`src/rtl/cart_mem_arbiter_if.sv`:
```
// Cart memory port: request/acknowledge handshake between the arbiter and the memory controller.
interface cart_mem_arbiter_if #(
   parameter int unsigned ADDR_W = 22
);
   localparam int unsigned DATA_W = 8;

   logic              mem_req;
   logic              mem_we;
   logic [ADDR_W-1:0] mem_addr;
   logic [DATA_W-1:0] mem_wdata;
   logic              mem_ack;
   logic [DATA_W-1:0] mem_rdata;

   modport master (
      output mem_req,
      output mem_we,
      output mem_addr,
      output mem_wdata,
      input  mem_ack,
      input  mem_rdata
   );

   modport slave (
      input  mem_req,
      input  mem_we,
      input  mem_addr,
      input  mem_wdata,
      output mem_ack,
      output mem_rdata
   );
endinterface

```
`src/rtl/cart_mem_arbiter.sv`:
```
// Serialises mapper PRG (CPU) and CHR (PPU) byte accesses onto the single cart memory port.
// Each side owns a one-deep request slot; a round-robin grant FSM runs the memory handshake.
// Accesses the mapper disallows never reach memory: reads return open bus, writes vanish.
module cart_mem_arbiter #(
   parameter int unsigned ADDR_W = 22
) (
   input  logic              clk,
   input  logic              reset,
   input  logic [ADDR_W-1:0] prg_addr,
   input  logic              prg_read,
   input  logic              prg_write,
   input  logic              prg_allow,
   input  logic [7:0]        prg_din,
   output logic [7:0]        prg_dout,
   output logic              prg_busy,
   input  logic [ADDR_W-1:0] chr_addr,
   input  logic              chr_read,
   input  logic              chr_write,
   input  logic              chr_allow,
   input  logic [7:0]        chr_din,
   output logic [7:0]        chr_dout,
   output logic              chr_busy,
   cart_mem_arbiter_if.master mem,
   output logic [7:0]        drop_cnt
);

   localparam int unsigned DATA_W = 8;
   localparam int unsigned CNT_W  = 8;
   localparam logic [DATA_W-1:0] OPEN_BUS = 8'hFF;

   typedef enum logic {ST_IDLE, ST_WAIT} state_t;
   typedef enum logic {SIDE_PRG, SIDE_CHR} side_t;

   typedef struct packed {
      logic              busy;
      logic              we;
      logic [ADDR_W-1:0] addr;
      logic [DATA_W-1:0] wdata;
   } slot_t;

   state_t            state_q, state_d;
   side_t             last_grant_q, last_grant_d;
   side_t             grant;
   slot_t             prg_slot_q, prg_slot_d;
   slot_t             chr_slot_q, chr_slot_d;
   logic [DATA_W-1:0] prg_dout_q, prg_dout_d;
   logic [DATA_W-1:0] chr_dout_q, chr_dout_d;
   logic [CNT_W-1:0]  drop_cnt_q, drop_cnt_d;
   logic              mem_req_q, mem_req_d;
   logic              mem_we_q, mem_we_d;
   logic [ADDR_W-1:0] mem_addr_q, mem_addr_d;
   logic [DATA_W-1:0] mem_wdata_q, mem_wdata_d;
   logic              prg_strobe, chr_strobe;
   logic              prg_drop, chr_drop;
   logic [CNT_W:0]    drop_sum;

   // State register and all registered outputs
   always_ff @(posedge clk or posedge reset) begin
      if (reset) begin
         state_q      <= ST_IDLE;
         last_grant_q <= SIDE_CHR;
         prg_slot_q   <= '0;
         chr_slot_q   <= '0;
         prg_dout_q   <= OPEN_BUS;
         chr_dout_q   <= OPEN_BUS;
         drop_cnt_q   <= '0;
         mem_req_q    <= 1'b0;
         mem_we_q     <= 1'b0;
         mem_addr_q   <= '0;
         mem_wdata_q  <= '0;
      end else begin
         state_q      <= state_d;
         last_grant_q <= last_grant_d;
         prg_slot_q   <= prg_slot_d;
         chr_slot_q   <= chr_slot_d;
         prg_dout_q   <= prg_dout_d;
         chr_dout_q   <= chr_dout_d;
         drop_cnt_q   <= drop_cnt_d;
         mem_req_q    <= mem_req_d;
         mem_we_q     <= mem_we_d;
         mem_addr_q   <= mem_addr_d;
         mem_wdata_q  <= mem_wdata_d;
      end
   end

   // Slot capture, access filtering, drop counting and grant/handshake next-state
   always_comb begin
      state_d      = state_q;
      last_grant_d = last_grant_q;
      grant        = SIDE_PRG;
      prg_slot_d   = prg_slot_q;
      chr_slot_d   = chr_slot_q;
      prg_dout_d   = prg_dout_q;
      chr_dout_d   = chr_dout_q;
      mem_req_d    = mem_req_q;
      mem_we_d     = mem_we_q;
      mem_addr_d   = mem_addr_q;
      mem_wdata_d  = mem_wdata_q;

      // A strobe landing on an occupied slot is lost, even if that slot completes this cycle
      prg_strobe = prg_read | prg_write;
      chr_strobe = chr_read | chr_write;
      prg_drop   = prg_strobe & prg_slot_q.busy;
      chr_drop   = chr_strobe & chr_slot_q.busy;

      // read+write together is a write; a denied read answers open bus immediately
      if (prg_strobe && !prg_slot_q.busy) begin
         if (prg_allow) begin
            prg_slot_d = '{busy: 1'b1, we: prg_write, addr: prg_addr, wdata: prg_din};
         end else if (!prg_write) begin
            prg_dout_d = OPEN_BUS;
         end
      end
      if (chr_strobe && !chr_slot_q.busy) begin
         if (chr_allow) begin
            chr_slot_d = '{busy: 1'b1, we: chr_write, addr: chr_addr, wdata: chr_din};
         end else if (!chr_write) begin
            chr_dout_d = OPEN_BUS;
         end
      end

      drop_sum   = {1'b0, drop_cnt_q} + (CNT_W+1)'(prg_drop) + (CNT_W+1)'(chr_drop);
      drop_cnt_d = drop_sum[CNT_W] ? '1 : drop_sum[CNT_W-1:0];

      case (state_q)
         ST_IDLE: begin
            if (prg_slot_q.busy || chr_slot_q.busy) begin
               if (prg_slot_q.busy && chr_slot_q.busy) begin
                  grant = (last_grant_q == SIDE_PRG) ? SIDE_CHR : SIDE_PRG;
               end else begin
                  grant = prg_slot_q.busy ? SIDE_PRG : SIDE_CHR;
               end
               last_grant_d = grant;
               state_d      = ST_WAIT;
               mem_req_d    = 1'b1;
               if (grant == SIDE_PRG) begin
                  mem_we_d    = prg_slot_q.we;
                  mem_addr_d  = prg_slot_q.addr;
                  mem_wdata_d = prg_slot_q.wdata;
               end else begin
                  mem_we_d    = chr_slot_q.we;
                  mem_addr_d  = chr_slot_q.addr;
                  mem_wdata_d = chr_slot_q.wdata;
               end
            end
         end
         ST_WAIT: begin
            // last_grant_q names the side whose access is in flight
            if (mem.mem_ack) begin
               mem_req_d = 1'b0;
               state_d   = ST_IDLE;
               if (last_grant_q == SIDE_PRG) begin
                  prg_slot_d.busy = 1'b0;
                  if (!mem_we_q) prg_dout_d = mem.mem_rdata;
               end else begin
                  chr_slot_d.busy = 1'b0;
                  if (!mem_we_q) chr_dout_d = mem.mem_rdata;
               end
            end
         end
         default: state_d = ST_IDLE;
      endcase
   end

   assign prg_dout      = prg_dout_q;
   assign prg_busy      = prg_slot_q.busy;
   assign chr_dout      = chr_dout_q;
   assign chr_busy      = chr_slot_q.busy;
   assign drop_cnt      = drop_cnt_q;
   assign mem.mem_req   = mem_req_q;
   assign mem.mem_we    = mem_we_q;
   assign mem.mem_addr  = mem_addr_q;
   assign mem.mem_wdata = mem_wdata_q;

endmodule

```
`src/flat_wrapper.sv`:
```
// flat-port wrapper written by rule: the top's interface ports become plain ports
module cart_mem_arbiter_flat 
#(
   parameter int unsigned ADDR_W = 22
)
  (clk, reset, prg_addr, prg_read, prg_write, prg_allow, prg_din, prg_dout, prg_busy, chr_addr, chr_read, chr_write, chr_allow, chr_din, chr_dout, chr_busy, drop_cnt, mem_mem_req, mem_mem_we, mem_mem_addr, mem_mem_wdata, mem_mem_ack, mem_mem_rdata);
  cart_mem_arbiter_if #(.ADDR_W(ADDR_W)) mem_i ();
  input  logic clk;
  input  logic reset;
  input  logic [ADDR_W-1:0] prg_addr;
  input  logic prg_read;
  input  logic prg_write;
  input  logic prg_allow;
  input  logic [7:0] prg_din;
  output logic [7:0] prg_dout;
  output logic prg_busy;
  input  logic [ADDR_W-1:0] chr_addr;
  input  logic chr_read;
  input  logic chr_write;
  input  logic chr_allow;
  input  logic [7:0] chr_din;
  output logic [7:0] chr_dout;
  output logic chr_busy;
  output logic [7:0] drop_cnt;
  output wire logic [$bits(mem_i.mem_req)-1:0] mem_mem_req;
  output wire logic [$bits(mem_i.mem_we)-1:0] mem_mem_we;
  output wire logic [$bits(mem_i.mem_addr)-1:0] mem_mem_addr;
  output wire logic [$bits(mem_i.mem_wdata)-1:0] mem_mem_wdata;
  input wire logic [$bits(mem_i.mem_ack)-1:0] mem_mem_ack;
  input wire logic [$bits(mem_i.mem_rdata)-1:0] mem_mem_rdata;
  assign mem_mem_req = mem_i.mem_req;
  assign mem_mem_we = mem_i.mem_we;
  assign mem_mem_addr = mem_i.mem_addr;
  assign mem_mem_wdata = mem_i.mem_wdata;
  assign mem_i.mem_ack = mem_mem_ack;
  assign mem_i.mem_rdata = mem_mem_rdata;
  cart_mem_arbiter #(.ADDR_W(ADDR_W)) u_core (.clk(clk), .reset(reset), .prg_addr(prg_addr), .prg_read(prg_read), .prg_write(prg_write), .prg_allow(prg_allow), .prg_din(prg_din), .prg_dout(prg_dout), .prg_busy(prg_busy), .chr_addr(chr_addr), .chr_read(chr_read), .chr_write(chr_write), .chr_allow(chr_allow), .chr_din(chr_din), .chr_dout(chr_dout), .chr_busy(chr_busy), .mem(mem_i), .drop_cnt(drop_cnt));
endmodule
```
`config.mk`:
```
export PLATFORM = sky130hd
export DESIGN_NAME = cart_mem_arbiter_flat
export DESIGN_NICKNAME = d
export VERILOG_FILES = /design/src/rtl/cart_mem_arbiter_if.sv /design/src/rtl/cart_mem_arbiter.sv /design/src/flat_wrapper.sv
export SDC_FILE = /design/constraint.sdc
export NUM_CORES = 1
export LEC_CHECK = 0
export CAP_MARGIN = 20
export CORE_MARGIN = 8
export CORE_UTILIZATION = 53
export DETAILED_ROUTE_END_ITERATION = 12
export PLACE_DENSITY = 0.95
export SYNTH_ARGS = -nofsm -noshare
export SYNTH_HDL_FRONTEND = slang
export SYNTH_SLANG_ARGS = --single-unit
export TNS_END_PERCENT = 100
```
`constraint.sdc`:
```
create_clock -name clk -period 6.98 [get_ports clk]
set_clock_uncertainty 0.15 [all_clocks]
set_input_delay 1.396 -clock clk [delete_from_list [all_inputs] [get_ports clk]]
set_output_delay 1.396 -clock clk [all_outputs]
set_load 0.1 [all_outputs]
```
# Yosys cells after proc, flatten, opt, wreduce, memory -nomap -nowiden
# Cells that the tools add are included.
# W data, S select, Z words.
[word_totals] ff_bits=122 latchBits=0 mem_bits_rw=0 romBits=0 inputBits=77 elab_cells=75 mem_count=0
[op_classes] add_sub_neg=2 multipliers=0 div=0 magnitude_cmp=0 eq_ne=2 shifts=0 muxes=39 n_bitwise=5 n_reduce_logical=10
[op_table] operator="$mux W32" n=4
[op_table] operator="$mux W8" n=16
[op_table] operator="$mux W22" n=1
[op_table] operator="$mux W1" n=16
[op_table] operator="$add A8 B1 Y9" n=1
[op_table] operator="$add A9 B1 Y9" n=1
[op_table] operator="$reduce_and A2 Y1" n=4
[op_table] operator="$pmux W1 S2" n=2
[op_table] operator="$logic_and A1 B1 Y1" n=3
[op_table] operator="$and A1 B1 Y1" n=2
[op_table] operator="$logic_not A1 Y1" n=2
[op_table] operator="$ne A2 B1 Y1 const B" n=1
[op_table] operator="$ne A2 B2 Y1 const B" n=1
[op_table] operator="$or A1 B1 Y1" n=2
[op_table] operator="$logic_or A1 B1 Y1" n=1
[op_table] operator="$not A1 Y1" n=1

# Logic depth before layout (Yosys ltp)
[logic_depth] depth_word=7 depth_mapped=9 depth_no_buf=7

# Worst setup path before layout
# No wires, ideal clock.
[synth_timing] path_kind="register to register" startpoint="reg u_core.prg_slot_q (netlist bit u_core.prg_busy)" endpoint="reg u_core.drop_cnt_q[7], in the netlist u_core.drop_cnt[7]" setup_time_ns=0.126 arrival_ns=2.721 t_required_ns=6.704 slack_ns=3.983 path_stages_with_launch=8 n_path_buf=2 period_less_slack_ns=2.997 cell_sequence="dfrtp_1 > buf_4 > clkbuf_1 > o21ai_0 > fa_1 > and4b_1 > nand4_1 > mux2_2"
[synth_via] elab_chain_len=4
[synth_lines] element="from (decl)" line="cart_mem_arbiter.sv:44" source="slot_t prg_slot_q, prg_slot_d;"
[synth_lines] element="from (signal assigned)" line="cart_mem_arbiter.sv:74" source="prg_slot_q <= prg_slot_d;"
[synth_lines] element="$and A1 B1 Y1" line="cart_mem_arbiter.sv:103" source="prg_drop = prg_strobe & prg_slot_q.busy;"
[synth_lines] element="$add A8 B1 Y9" line="cart_mem_arbiter.sv:122" source="drop_sum = {1'b0, drop_cnt_q} + (CNT_W+1)'(prg_drop) + (CNT_W+1)'(chr_drop);"
[synth_lines] element="$add A9 B1 Y9" line="cart_mem_arbiter.sv:122"
[synth_lines] element="$mux W8" line="cart_mem_arbiter.sv:123" source="drop_cnt_d = drop_sum[CNT_W] ? '1 : drop_sum[CNT_W-1:0];"
[synth_lines] element="via u_core.drop_cnt_d[7]" line="cart_mem_arbiter.sv:48" source="logic [CNT_W-1:0] drop_cnt_q, drop_cnt_d;"
[synth_lines] element="to (signal assigned)" line="cart_mem_arbiter.sv:78" source="drop_cnt_q <= drop_cnt_d;"
[synth_lines] element="to (decl)" line="cart_mem_arbiter.sv:48"
# The timed path passes the listed nets, and every way through them passes these cells.
# A chain may end at the register's enable or synchronous reset.

# Worst setup path after layout
[layout_timing] startpoint="reg u_core.chr_slot_q (netlist bit u_core.chr_busy)" endpoint="out chr_busy"
[layout_rtl] element="from (decl)" line="cart_mem_arbiter.sv:45" source="slot_t chr_slot_q, chr_slot_d;"
[layout_rtl] element="from (signal assigned)" line="cart_mem_arbiter.sv:75" source="chr_slot_q <= chr_slot_d;"
[layout_rtl] element="to (decl)" line="flat_wrapper.sv:23" source="output logic chr_busy;"
# No word-level cell between the ends.

==> flow_summary.ini <==
[sta]
fin_ws_ns = 3.040
setup_viol = 0
timing_hold_violations_final = 0
fmaxAchievable_mhz = 253.8
fin_crit_sh = 0.5644
rsz0062_at_grt = no
tightest_slew_ns = 1.023
relSlewSlack = 0.3178
slew_violations = 0
fin_crit_ns = 3.940
timing.setup.tns_ns = 0

[logic_synthesis]
synth_fp_nets = 459
syn_area_um2 = 5240
synthArstFlopShare = 1.000
synthFlopType = dfrtp_1
ys_types = 40
syn_area_per_cell_um2 = 13.79
synthCells = 380
synth_edf_count = 0
synth_largest_area_cell = dfrtp_1
yosysMostFrequentCell = dfrtp_1
ys_warn_count = 0
synthTopCellsByArea = dfrtp_1, dfstp_2, mux2_4, mux2_2, a2bb2oi_1
yosysTopAreaCellShare = 0.5014
ys_seq_area_frac = 0.5867
synth_seq_cells = 122
synthTopCellsByCount = dfrtp_1, o21ai_0, a2bb2oi_1, a31oi_1, mux2_4

[clocking]
insertion_delay_ns = 0.50
cts_root_buf = clkbuf_8
postCtsSetupBuffers = 0
ctsLongestPathBuffers = 2
post_cts_resized = 0
clock-sinks = 122
cts_tree = built
cts_hold_buf = 0
clkTransAtPathRegs_ns = 0.06
numCtsBuffers = 17
htreeDepth = 4

[floorplanning]
dieWidth_um = 115.4
fp.dieH_um = 115.4
coreArea_um2 = 9684
start_util = 0.5411
ios = 135
rows = 36
die-area_um2 = 13320

[finish]
syn_to_final_growth_pct = 38.59
stdcell_count = 656
final_nets = 589
final_layout_size_suffix_gt1_frac = 0.2237
num_antenna_cells = 0

[flow_run]
cap_violations = 0

[detailed_routing]
post_drt_wl_per_cell_um = 22.58
drc = 0
routed-via-count = 3925
antenna_left = 0
dr.pass1.iters = 7
first_iter_violations = 207
drt_wl_total_mm = 14.82
detail_route.vias_per_cell = 5.983

[place]
dp_cells = 624
portBuffers = 134
place_congestion = 0.8189
preCtsSetupSlack_ns = 3.389
hpwl_mm = 9.408

[global_routing]
overflow = 0
antenna_found_initial = 0
grtUsageTotal = 0.2266
grt_max_degree = 73
grt_pass1_vias = 4250
grt_pass1_wl_mm = 23.17

[worst_setup_path]
path_buf_inv = 1
path_delay_family = buffers and inverters
path_cells = clkdlybuf4s50_1
cp-start-kind = flop
critPathMaxFanout = 9
required_ns = 5.43
end_kind = output pin
crit_path_max_incr_delay_ns = 1.25
critical_path_arrival_ns = 2.39
slowest_stage = clkdlybuf4s50_1
criticalPathCategory = reg2out

[worst_hold_path]
hp-class = reg2reg

[run_status]
status = completed
cells in the final DEF, fill, tap and decap left out, types with 5 or more instances in the layout:
master	instances
a2bb2oi_1	33
a31oi_1	33
buf_4	6
clkbuf_16	16
clkdlybuf4s50_1	134
clkinv_4	5
dfrtp_1	105
dfstp_2	17
inv_1	7
mux2_1	7
mux2_2	27
mux2_4	29
o21ai_0	37
o22a_1	13
flip-flops by register name (all words and copies together) (netlist names):
register	flops
u_core.chr_busy	1
u_core.chr_dout	8
u_core.chr_slot_q	31
u_core.drop_cnt	8
u_core.last_grant_q	1
u_core.mem.mem_addr	22
u_core.mem.mem_req	1
u_core.mem.mem_wdata	8
u_core.mem.mem_we	1
u_core.prg_busy	1
u_core.prg_dout	8
u_core.prg_slot_q	31
u_core.state_q	1
final cells by class:
type	count	area, um2
Clock inverter	14	196.4
Timing Repair Buffer	140	1386
Fill cell	616	2422
Clock buffer	18	427.9
Inverter	8	32.53
Sequential cell	122	3074
Tap cell	133	166.4
Multi-Input combinational cell	221	1978
cell families (layout without fill, tap and decap cells):
logic type,count (synthesis),after routing,synth area share
AO/OA/AOI/OAI,128,128,0.1786
flip-flops,122,122,0.5867
multiplexers,63,63,0.1562
buffers and inverters,37,180,0.03797
AND/OR/NAND/NOR,27,27,0.03272
adder cells (fa/ha/maj),2,2,0.006208
XOR/XNOR,1,1,0.001672
final timing paths:
path                                 startpoint                    end  slack [ns]  cells after the start
max                             u_core.chr_busy               chr_busy        3.04                      1
min                        u_core.prg_slot_q[2]   u_core.prg_slot_q[2]        0.34                      1
max reg2reg                     u_core.prg_busy     u_core.drop_cnt[7]        4.49                      6
min reg2reg                u_core.prg_slot_q[2]   u_core.prg_slot_q[2]        0.34                      1
max in group asynchronous                 reset  u_core.chr_slot_q[26]        4.22                      3
min in group asynchronous                 reset     u_core.drop_cnt[3]        1.28                      2
routing by layer:
layer,track usage,wire length [um],vias to the layer above
met1,0.2578,5852,2037
met2,0.3888,7648,172
met3,0.08025,1052,21
met4,0.07443,261,0
li1,-,-,1695
met5,0,0,-
stage by stage:
| step | hold slack [ns] | instance area (um2) | util |
|---|---|---|---|
| 6_report | 0.3432 | 7262 | 0.7499 |
| 5_1_grt | 0.3488 | 7262 | 0.7499 |
| 4_1_cts | 0.3437 | 7262 | 0.7499 |
| 3_5_place_dp | 0.3294 | 6638 | 0.6854 |
| 3_3_place_gp | 0.3181 | 6638 | 0.6854 |
| 2_1_floorplan | 0.3079 | 5240 | - |
Power is left out: the tool's default activity adds up to more than one toggle a clock period on the data nets, which glitch-free logic cannot reach.
